--- src/rtl/convpress_compressor_stream_if.sv ---
// Stream bundle for the activation compressor.
// Input channel (brick in):  i_valid, o_ready, i_data, i_last, i_base_addr
// Output channel (beat out): o_valid, i_ready, o_vals, o_offs, o_count, o_addr,
//                            o_brick_end, o_layer_end
// Signal names are seen from the compressor. The compressor connects through
// the slave modport. The surrounding logic (sigmoid stage and eDRAM writer, or
// a bench) drives the compressor's inputs through the master modport.
interface convpress_compressor_stream_if #(
  parameter int N         = 16,
  parameter int TN        = 16,
  parameter int OUT_LANES = 4,
  parameter int ADDR_W    = 16,
  parameter int OFF_W     = $clog2(TN),
  parameter int CNT_W     = $clog2(OUT_LANES + 1)
);
  logic                       i_valid;
  logic                       o_ready;
  logic [TN*N-1:0]            i_data;
  logic                       i_last;
  logic [ADDR_W-1:0]          i_base_addr;

  logic                       o_valid;
  logic                       i_ready;
  logic [OUT_LANES*N-1:0]     o_vals;
  logic [OUT_LANES*OFF_W-1:0] o_offs;
  logic [CNT_W-1:0]           o_count;
  logic [ADDR_W-1:0]          o_addr;
  logic                       o_brick_end;
  logic                       o_layer_end;

  modport slave (
    input  i_valid, i_data, i_last, i_base_addr, i_ready,
    output o_ready, o_valid, o_vals, o_offs, o_count, o_addr, o_brick_end, o_layer_end
  );

  modport master (
    output i_valid, i_data, i_last, i_base_addr, i_ready,
    input  o_ready, o_valid, o_vals, o_offs, o_count, o_addr, o_brick_end, o_layer_end
  );
endinterface

--- src/rtl/convpress_compressor_stream.sv ---
// Activation compressor. It accepts one brick of TN activations per transfer
// and buffers up to FIFO_DEPTH bricks. For each brick it emits the nonzero
// lanes, OUT_LANES at a time, in ascending lane order, together with their lane
// offsets. Each brick is tagged with its eDRAM word address, which is the layer
// base plus the brick index.
// Ports:
//   clk  rising-edge clock
//   rst  asynchronous reset, active-low
//   bus  stream bundle (slave modport): brick input and beat output channels
//
// FSM
//   state  | meaning
//   S_IDLE | no brick held; outputs invalid; pops the FIFO head when one exists
//   S_EMIT | a brick is held; the beat is presented; on the beat that ends the
//          | brick, the next head is popped directly or the FSM drops to S_IDLE
module convpress_compressor_stream #(
  parameter int N          = 16,
  parameter int TN         = 16,
  parameter int OUT_LANES  = 4,
  parameter int ADDR_W     = 16,
  parameter int FIFO_DEPTH = 2
) (
  input  logic clk,
  input  logic rst,
  convpress_compressor_stream_if.slave bus
);
  localparam int OFF_W = $clog2(TN);
  localparam int CNT_W = $clog2(OUT_LANES + 1);
  localparam int PTR_W = $clog2(FIFO_DEPTH);
  localparam logic [PTR_W:0] FULL_FILL = (PTR_W+1)'(FIFO_DEPTH);

  typedef enum logic {S_IDLE, S_EMIT} state_t;
  state_t state_q, state_d;

  // brick buffer
  logic [TN*N-1:0]   mem_data [FIFO_DEPTH];
  logic [ADDR_W-1:0] mem_addr [FIFO_DEPTH];
  logic              mem_last [FIFO_DEPTH];
  logic [PTR_W-1:0]  wr_ptr, rd_ptr;
  logic [PTR_W:0]    fill_q, fill_d;
  logic              ready_q;
  logic              push, pop, fifo_empty;

  // address generation
  logic [ADDR_W-1:0] base_q, index_q, brick_base, brick_addr;
  logic              layer_start_q;

  // brick currently being emitted
  logic [TN*N-1:0]   cur_data;
  logic [TN-1:0]     cur_mask;
  logic [ADDR_W-1:0] cur_addr;
  logic              cur_last;
  logic [TN-1:0]     head_nz;

  // beat selection
  logic [TN-1:0]              rem_mask;
  logic [OUT_LANES*N-1:0]     slot_vals;
  logic [OUT_LANES*OFF_W-1:0] slot_offs;
  logic [CNT_W-1:0]           slot_cnt;
  logic                       found;
  logic                       out_valid, brick_end;

  assign push       = bus.i_valid && ready_q;
  assign fifo_empty = (fill_q == '0);
  assign fill_d     = fill_q + (PTR_W+1)'(push) - (PTR_W+1)'(pop);

  // The first brick of a layer uses the live base input. Later bricks use the stored copy.
  assign brick_base = layer_start_q ? bus.i_base_addr : base_q;
  assign brick_addr = brick_base + index_q;

  always_ff @(posedge clk) begin
    if (push) begin
      mem_data[wr_ptr] <= bus.i_data;
      mem_addr[wr_ptr] <= brick_addr;
      mem_last[wr_ptr] <= bus.i_last;
    end
  end

  always_ff @(posedge clk or negedge rst) begin
    if (!rst) begin
      wr_ptr        <= '0;
      rd_ptr        <= '0;
      fill_q        <= '0;
      ready_q       <= 1'b0;
      base_q        <= '0;
      index_q       <= '0;
      layer_start_q <= 1'b1;
    end else begin
      if (push) wr_ptr <= wr_ptr + PTR_W'(1);
      if (pop)  rd_ptr <= rd_ptr + PTR_W'(1);
      fill_q  <= fill_d;
      // o_ready is registered from the next fill level. A pop never frees a slot for a push in the same cycle.
      ready_q <= (fill_d != FULL_FILL);
      if (push) begin
        if (layer_start_q) base_q <= bus.i_base_addr;
        if (bus.i_last) begin
          index_q       <= '0;
          layer_start_q <= 1'b1;
        end else begin
          index_q       <= index_q + ADDR_W'(1);
          layer_start_q <= 1'b0;
        end
      end
    end
  end

  always_comb begin
    head_nz = '0;
    for (int k = 0; k < TN; k++) begin
      head_nz[k] = |mem_data[rd_ptr][k*N +: N];
    end
  end

  // Take the lowest OUT_LANES set bits of the mask. rem_mask is what is left after this beat.
  always_comb begin
    rem_mask  = cur_mask;
    slot_vals = '0;
    slot_offs = '0;
    slot_cnt  = '0;
    found     = 1'b0;
    for (int s = 0; s < OUT_LANES; s++) begin
      found = 1'b0;
      for (int k = 0; k < TN; k++) begin
        if (!found && rem_mask[k]) begin
          found       = 1'b1;
          rem_mask[k] = 1'b0;
          slot_vals[s*N +: N]         = cur_data[k*N +: N];
          slot_offs[s*OFF_W +: OFF_W] = OFF_W'(k);
        end
      end
      if (found) slot_cnt = slot_cnt + CNT_W'(1);
    end
  end

  always_ff @(posedge clk or negedge rst) begin
    if (!rst) state_q <= S_IDLE;
    else      state_q <= state_d;
  end

  always_comb begin
    state_d = state_q;
    pop     = 1'b0;
    case (state_q)
      S_IDLE: begin
        if (!fifo_empty) begin
          pop     = 1'b1;
          state_d = S_EMIT;
        end
      end
      S_EMIT: begin
        if (bus.i_ready && (rem_mask == '0)) begin
          if (!fifo_empty) pop = 1'b1;
          else             state_d = S_IDLE;
        end
      end
      default: state_d = S_IDLE;
    endcase
  end

  always_ff @(posedge clk or negedge rst) begin
    if (!rst) begin
      cur_data <= '0;
      cur_mask <= '0;
      cur_addr <= '0;
      cur_last <= 1'b0;
    end else if (pop) begin
      cur_data <= mem_data[rd_ptr];
      cur_mask <= head_nz;
      cur_addr <= mem_addr[rd_ptr];
      cur_last <= mem_last[rd_ptr];
    end else if (state_q == S_EMIT && bus.i_ready) begin
      cur_mask <= rem_mask;
    end
  end

  assign out_valid = (state_q == S_EMIT);
  // An all-zero brick has an empty mask, so its single beat is also its final beat.
  assign brick_end = out_valid && (rem_mask == '0);

  assign bus.o_ready     = ready_q;
  assign bus.o_valid     = out_valid;
  assign bus.o_vals      = out_valid ? slot_vals : '0;
  assign bus.o_offs      = out_valid ? slot_offs : '0;
  assign bus.o_count     = out_valid ? slot_cnt  : '0;
  assign bus.o_addr      = out_valid ? cur_addr  : '0;
  assign bus.o_brick_end = brick_end;
  assign bus.o_layer_end = brick_end && cur_last;
endmodule

--- src/flat_wrapper.sv ---
// flat-port wrapper written by rule: the top's interface ports become plain ports
module convpress_compressor_stream_flat 
#(
  parameter int N          = 16,
  parameter int TN         = 16,
  parameter int OUT_LANES  = 4,
  parameter int ADDR_W     = 16,
  parameter int FIFO_DEPTH = 2
)
  (clk, rst, bus_i_valid, bus_i_data, bus_i_last, bus_i_base_addr, bus_i_ready, bus_o_ready, bus_o_valid, bus_o_vals, bus_o_offs, bus_o_count, bus_o_addr, bus_o_brick_end, bus_o_layer_end);
  convpress_compressor_stream_if #(.N(N), .TN(TN), .OUT_LANES(OUT_LANES), .ADDR_W(ADDR_W)) bus_i ();
  input  logic clk;
  input  logic rst;
  input wire logic [$bits(bus_i.i_valid)-1:0] bus_i_valid;
  input wire logic [$bits(bus_i.i_data)-1:0] bus_i_data;
  input wire logic [$bits(bus_i.i_last)-1:0] bus_i_last;
  input wire logic [$bits(bus_i.i_base_addr)-1:0] bus_i_base_addr;
  input wire logic [$bits(bus_i.i_ready)-1:0] bus_i_ready;
  output wire logic [$bits(bus_i.o_ready)-1:0] bus_o_ready;
  output wire logic [$bits(bus_i.o_valid)-1:0] bus_o_valid;
  output wire logic [$bits(bus_i.o_vals)-1:0] bus_o_vals;
  output wire logic [$bits(bus_i.o_offs)-1:0] bus_o_offs;
  output wire logic [$bits(bus_i.o_count)-1:0] bus_o_count;
  output wire logic [$bits(bus_i.o_addr)-1:0] bus_o_addr;
  output wire logic [$bits(bus_i.o_brick_end)-1:0] bus_o_brick_end;
  output wire logic [$bits(bus_i.o_layer_end)-1:0] bus_o_layer_end;
  assign bus_i.i_valid = bus_i_valid;
  assign bus_i.i_data = bus_i_data;
  assign bus_i.i_last = bus_i_last;
  assign bus_i.i_base_addr = bus_i_base_addr;
  assign bus_i.i_ready = bus_i_ready;
  assign bus_o_ready = bus_i.o_ready;
  assign bus_o_valid = bus_i.o_valid;
  assign bus_o_vals = bus_i.o_vals;
  assign bus_o_offs = bus_i.o_offs;
  assign bus_o_count = bus_i.o_count;
  assign bus_o_addr = bus_i.o_addr;
  assign bus_o_brick_end = bus_i.o_brick_end;
  assign bus_o_layer_end = bus_i.o_layer_end;
  convpress_compressor_stream #(.N(N), .TN(TN), .OUT_LANES(OUT_LANES), .ADDR_W(ADDR_W), .FIFO_DEPTH(FIFO_DEPTH)) u_core (.clk(clk), .rst(rst), .bus(bus_i));
endmodule
--- config.mk ---
export PLATFORM = sky130hd
export DESIGN_NAME = convpress_compressor_stream_flat
export DESIGN_NICKNAME = d
export VERILOG_FILES = /design/src/rtl/convpress_compressor_stream_if.sv /design/src/rtl/convpress_compressor_stream.sv /design/src/flat_wrapper.sv
export SDC_FILE = /design/constraint.sdc
export NUM_CORES = 2
export LEC_CHECK = 0
export BUFFER_PORTS_ARGS = -buffer_cell sky130_fd_sc_hd__buf_2
export CORE_MARGIN = 3
export CORE_UTILIZATION = 40
export CTS_CLUSTER_DIAMETER = 150
export DETAILED_ROUTE_END_ITERATION = 6
export RECOVER_POWER = 50
export SYNTH_ARGS = -nofsm -noshare
export SYNTH_HDL_FRONTEND = slang
export SYNTH_SLANG_ARGS = --single-unit
--- constraint.sdc ---
create_clock -name clk -period 18.1 [get_ports clk]
set_clock_uncertainty 0.15 [all_clocks]
set_input_delay 1.81 -clock clk [delete_from_list [all_inputs] [get_ports clk]]
set_output_delay 1.81 -clock clk [all_outputs]
set_load 0.05 [all_outputs]
==> results.cfg <==
[timing]
period_share_pct = 45.6
relSlewSlack_pct = -223
tns_ns = 0
rsz0062_at_grt = false
finalSetupViolations = 0
worstMarginPinSlew_ns = 4.85
maxSlewViolCount = 275
fmax_mhz = 121
finalHoldViolations = 0
layout_min_cycle_time_ns = 8.26

[logic_synthesis]
yosys_register_bits = 874
synth.yosys.seq_area_share_pct = 57.8
synth_async_sr_flop_share_pct = 37.5
synth_area_mm2 = 0.0426
ys_warn_count = 0
synth_nets = 3651
synth_edf_count = 546
syn_inst = 3352
yosysUniqueCellTypes = 92
synth.avg_cell_area_um2 = 12.7
synth_top_flop_cell = edfxtp_1

[outcome]
violations = DRC, capacitance limit, slew limit
status = finished, violations left

[global_route]
grt_overflow = 0
grt_pass1_vias = 32500
grt_max_degree = 159
grt_pass1_wl_um = 223000
antenna_found_initial = 33
grt_use_total_pct = 27.4

[route]
vias_per_cell = 6.36
wl_um = 157000
ant_nets = 0
route.detailed.drc = 57
vias = 32700
wl_per_cell_um = 30.5
drt-pass1-iter-count = 7
drt-initial-drc-count = 4546

[layout]
syn_to_final_growth_pct = 13.9
instances_no_fill = 5146
fin_util_pct = 46.0
final_cell_mix = edfxtp_1 (546), dfrtp_1 (325), mux2_2 (315), buf_2 (213), mux2_1 (208)
num-fill-cells = 9749
final_nets = 3961
drive_above_1_share_pct = 20.5
layout_commonest_cell = edfxtp_1

[critical_path]
r2r_end = u_core.cur_data[227]$_DFFE_PN0N_
path_max_fanout = 25
r2r_start = u_core.cur_mask[2]$_DFFE_PN0P_
reg2reg_depth = 12
required_ns = 16.14
critPathArrivalTime_ns = 6.30
reg2reg_slack_ns = 10.82
critPathKind = reg2out
cp-start-kind = flop
cp-startpoint = u_core.cur_mask[2]$_DFFE_PN0P_
setup.worst_path.end_class = output port
cp-endpoint = bus_o_vals[62]

[clock_network]
numCtsBuffers = 92
cts.htree.levels = 3
cts_resized = 0
cts_tree = yes
clk_pin_slew_ns = 0.06
ctsHoldBuffers = 0
root_buffer = clkbuf_16
post_cts_buffers = 0
cts_buffer_depth = 3
cts.sinks = 874
clk_latency_ns = 0.69

[placement]
dp.cells = 4958
gp_congestion = 1.03
io_buffer_count = 379
hpwl_um = 115000

[floorplan]
coreArea_mm2 = 0.105
ios = 380
rows = 119
dieArea_mm2 = 0.110
die_w_um = 332
start_util_pct = 40.4
die_h_um = 332

[job]
cap_violations = 5

[worst_hold_path]
min_path_type = reg2reg
[cell type report]
type	instances	area, um^2	area share, %
multi-input combinational	2205	16700	34.5
clock inverter	37	402	0.828
inverter	59	234	0.483
tap	1391	1740	3.59
clock buffer	137	2680	5.52
timing repair buffer	430	2090	4.30
sequential	874	24600	50.8
antenna	13	32.5	0.0671
[routing by layer]
metal | global-route usage [%] | vias up | routed length, um
met2 | 42.7 | 1764 | 70300
li1 | - | 14000 | -
met4 | 13.4 | 24 | 9070
met3 | 7.54 | 516 | 14900
met1 | 35.4 | 16400 | 62400
met5 | 0 | - | 159
[logic make-up (layout without fill, tap and decap cells)]
kind of cell             after synthesis  after routing  synth area share [%]
flip-flops                           874            874                  57.8
AO/OA/AOI/OAI                        840            840                  13.8
AND/OR/NAND/NOR                      723            723                  8.54
multiplexers                         588            588                  15.4
buffers and inverters                273            663                  3.14
adder cells (fa/ha/maj)               27             27                 0.785
XOR/XNOR                              27             27                 0.555
other                                  0             13                     0
[critical path, cell delays in order (launching register included)]
cell and delay [ns]:
dfrtp_1 0.67, maj3_2 0.51, or4_1 0.65, nand3_1 0.30
o2111ai_1 0.34, maj3_1 0.49, or3_1 0.45, nor4_2 0.89
buf_4 0.36, a222oi_1 0.11, a21oi_1 0.48, buf_2 0.36
[metrics by stage]
stage	instance area, um^2	hold slack (ns)	setup slack [ns]
global route	48500	0.353	9.58
detailed placement	45600	0.313	10.71
global placement	45600	0.303	10.80
CTS	48700	0.328	9.98
floorplan	42600	0.292	3.58
finish	48500	0.321	9.84
[cell usage after synthesis, types with 49 or more instances]
cell      count  area [um^2]
a221oi_1     49          429
nor2_1      141          529
nand2_1     196          736
mux2i_1      65          651
nand3_1      57          285
a21oi_1     202         1010
edfxtp_1    546        16400
dfrtp_1     327         8180
clkbuf_1    163          612
a31oi_1      62          388
mux2_2      316         3560
inv_1        52          195
a22oi_1      71          533
o21ai_0     113          566
mux2_1      207         2330
a222oi_1     56          561
nor4_1      143          895
o22ai_1      59          369
[sequential cells by signal, summed over array words and instances (netlist names), 16 cells and up]
signal / count
u_core.base_q: 16
u_core.mem_addr: 32
u_core.cur_mask: 16
u_core.mem_data: 512
u_core.index_q: 16
u_core.cur_data: 256
u_core.cur_addr: 16
[how the worst min path moves through the flow]
stage / startpoint / end / slack (ns) / cells after the start
finish: u_core.base_q[8]$_DFFE_PN0P_ / u_core.base_q[8]$_DFFE_PN0P_ / 0.32 / 2
global route: u_core.base_q[6]$_DFFE_PN0P_ / u_core.base_q[6]$_DFFE_PN0P_ / 0.35 / 2
CTS: u_core.base_q[14]$_DFFE_PN0P_ / u_core.base_q[14]$_DFFE_PN0P_ / 0.33 / 2
detailed placement: u_core.base_q[14]$_DFFE_PN0P_ / u_core.base_q[14]$_DFFE_PN0P_ / 0.31 / 2
global placement: u_core.base_q[12]$_DFFE_PN0P_ / u_core.base_q[12]$_DFFE_PN0P_ / 0.30 / 2
floorplan: u_core.base_q[0]$_DFFE_PN0P_ / u_core.base_q[0]$_DFFE_PN0P_ / 0.29 / 2
Power is left out: the tool's default activity adds up to more than one toggle a clock period on the data nets, which glitch-free logic cannot reach.
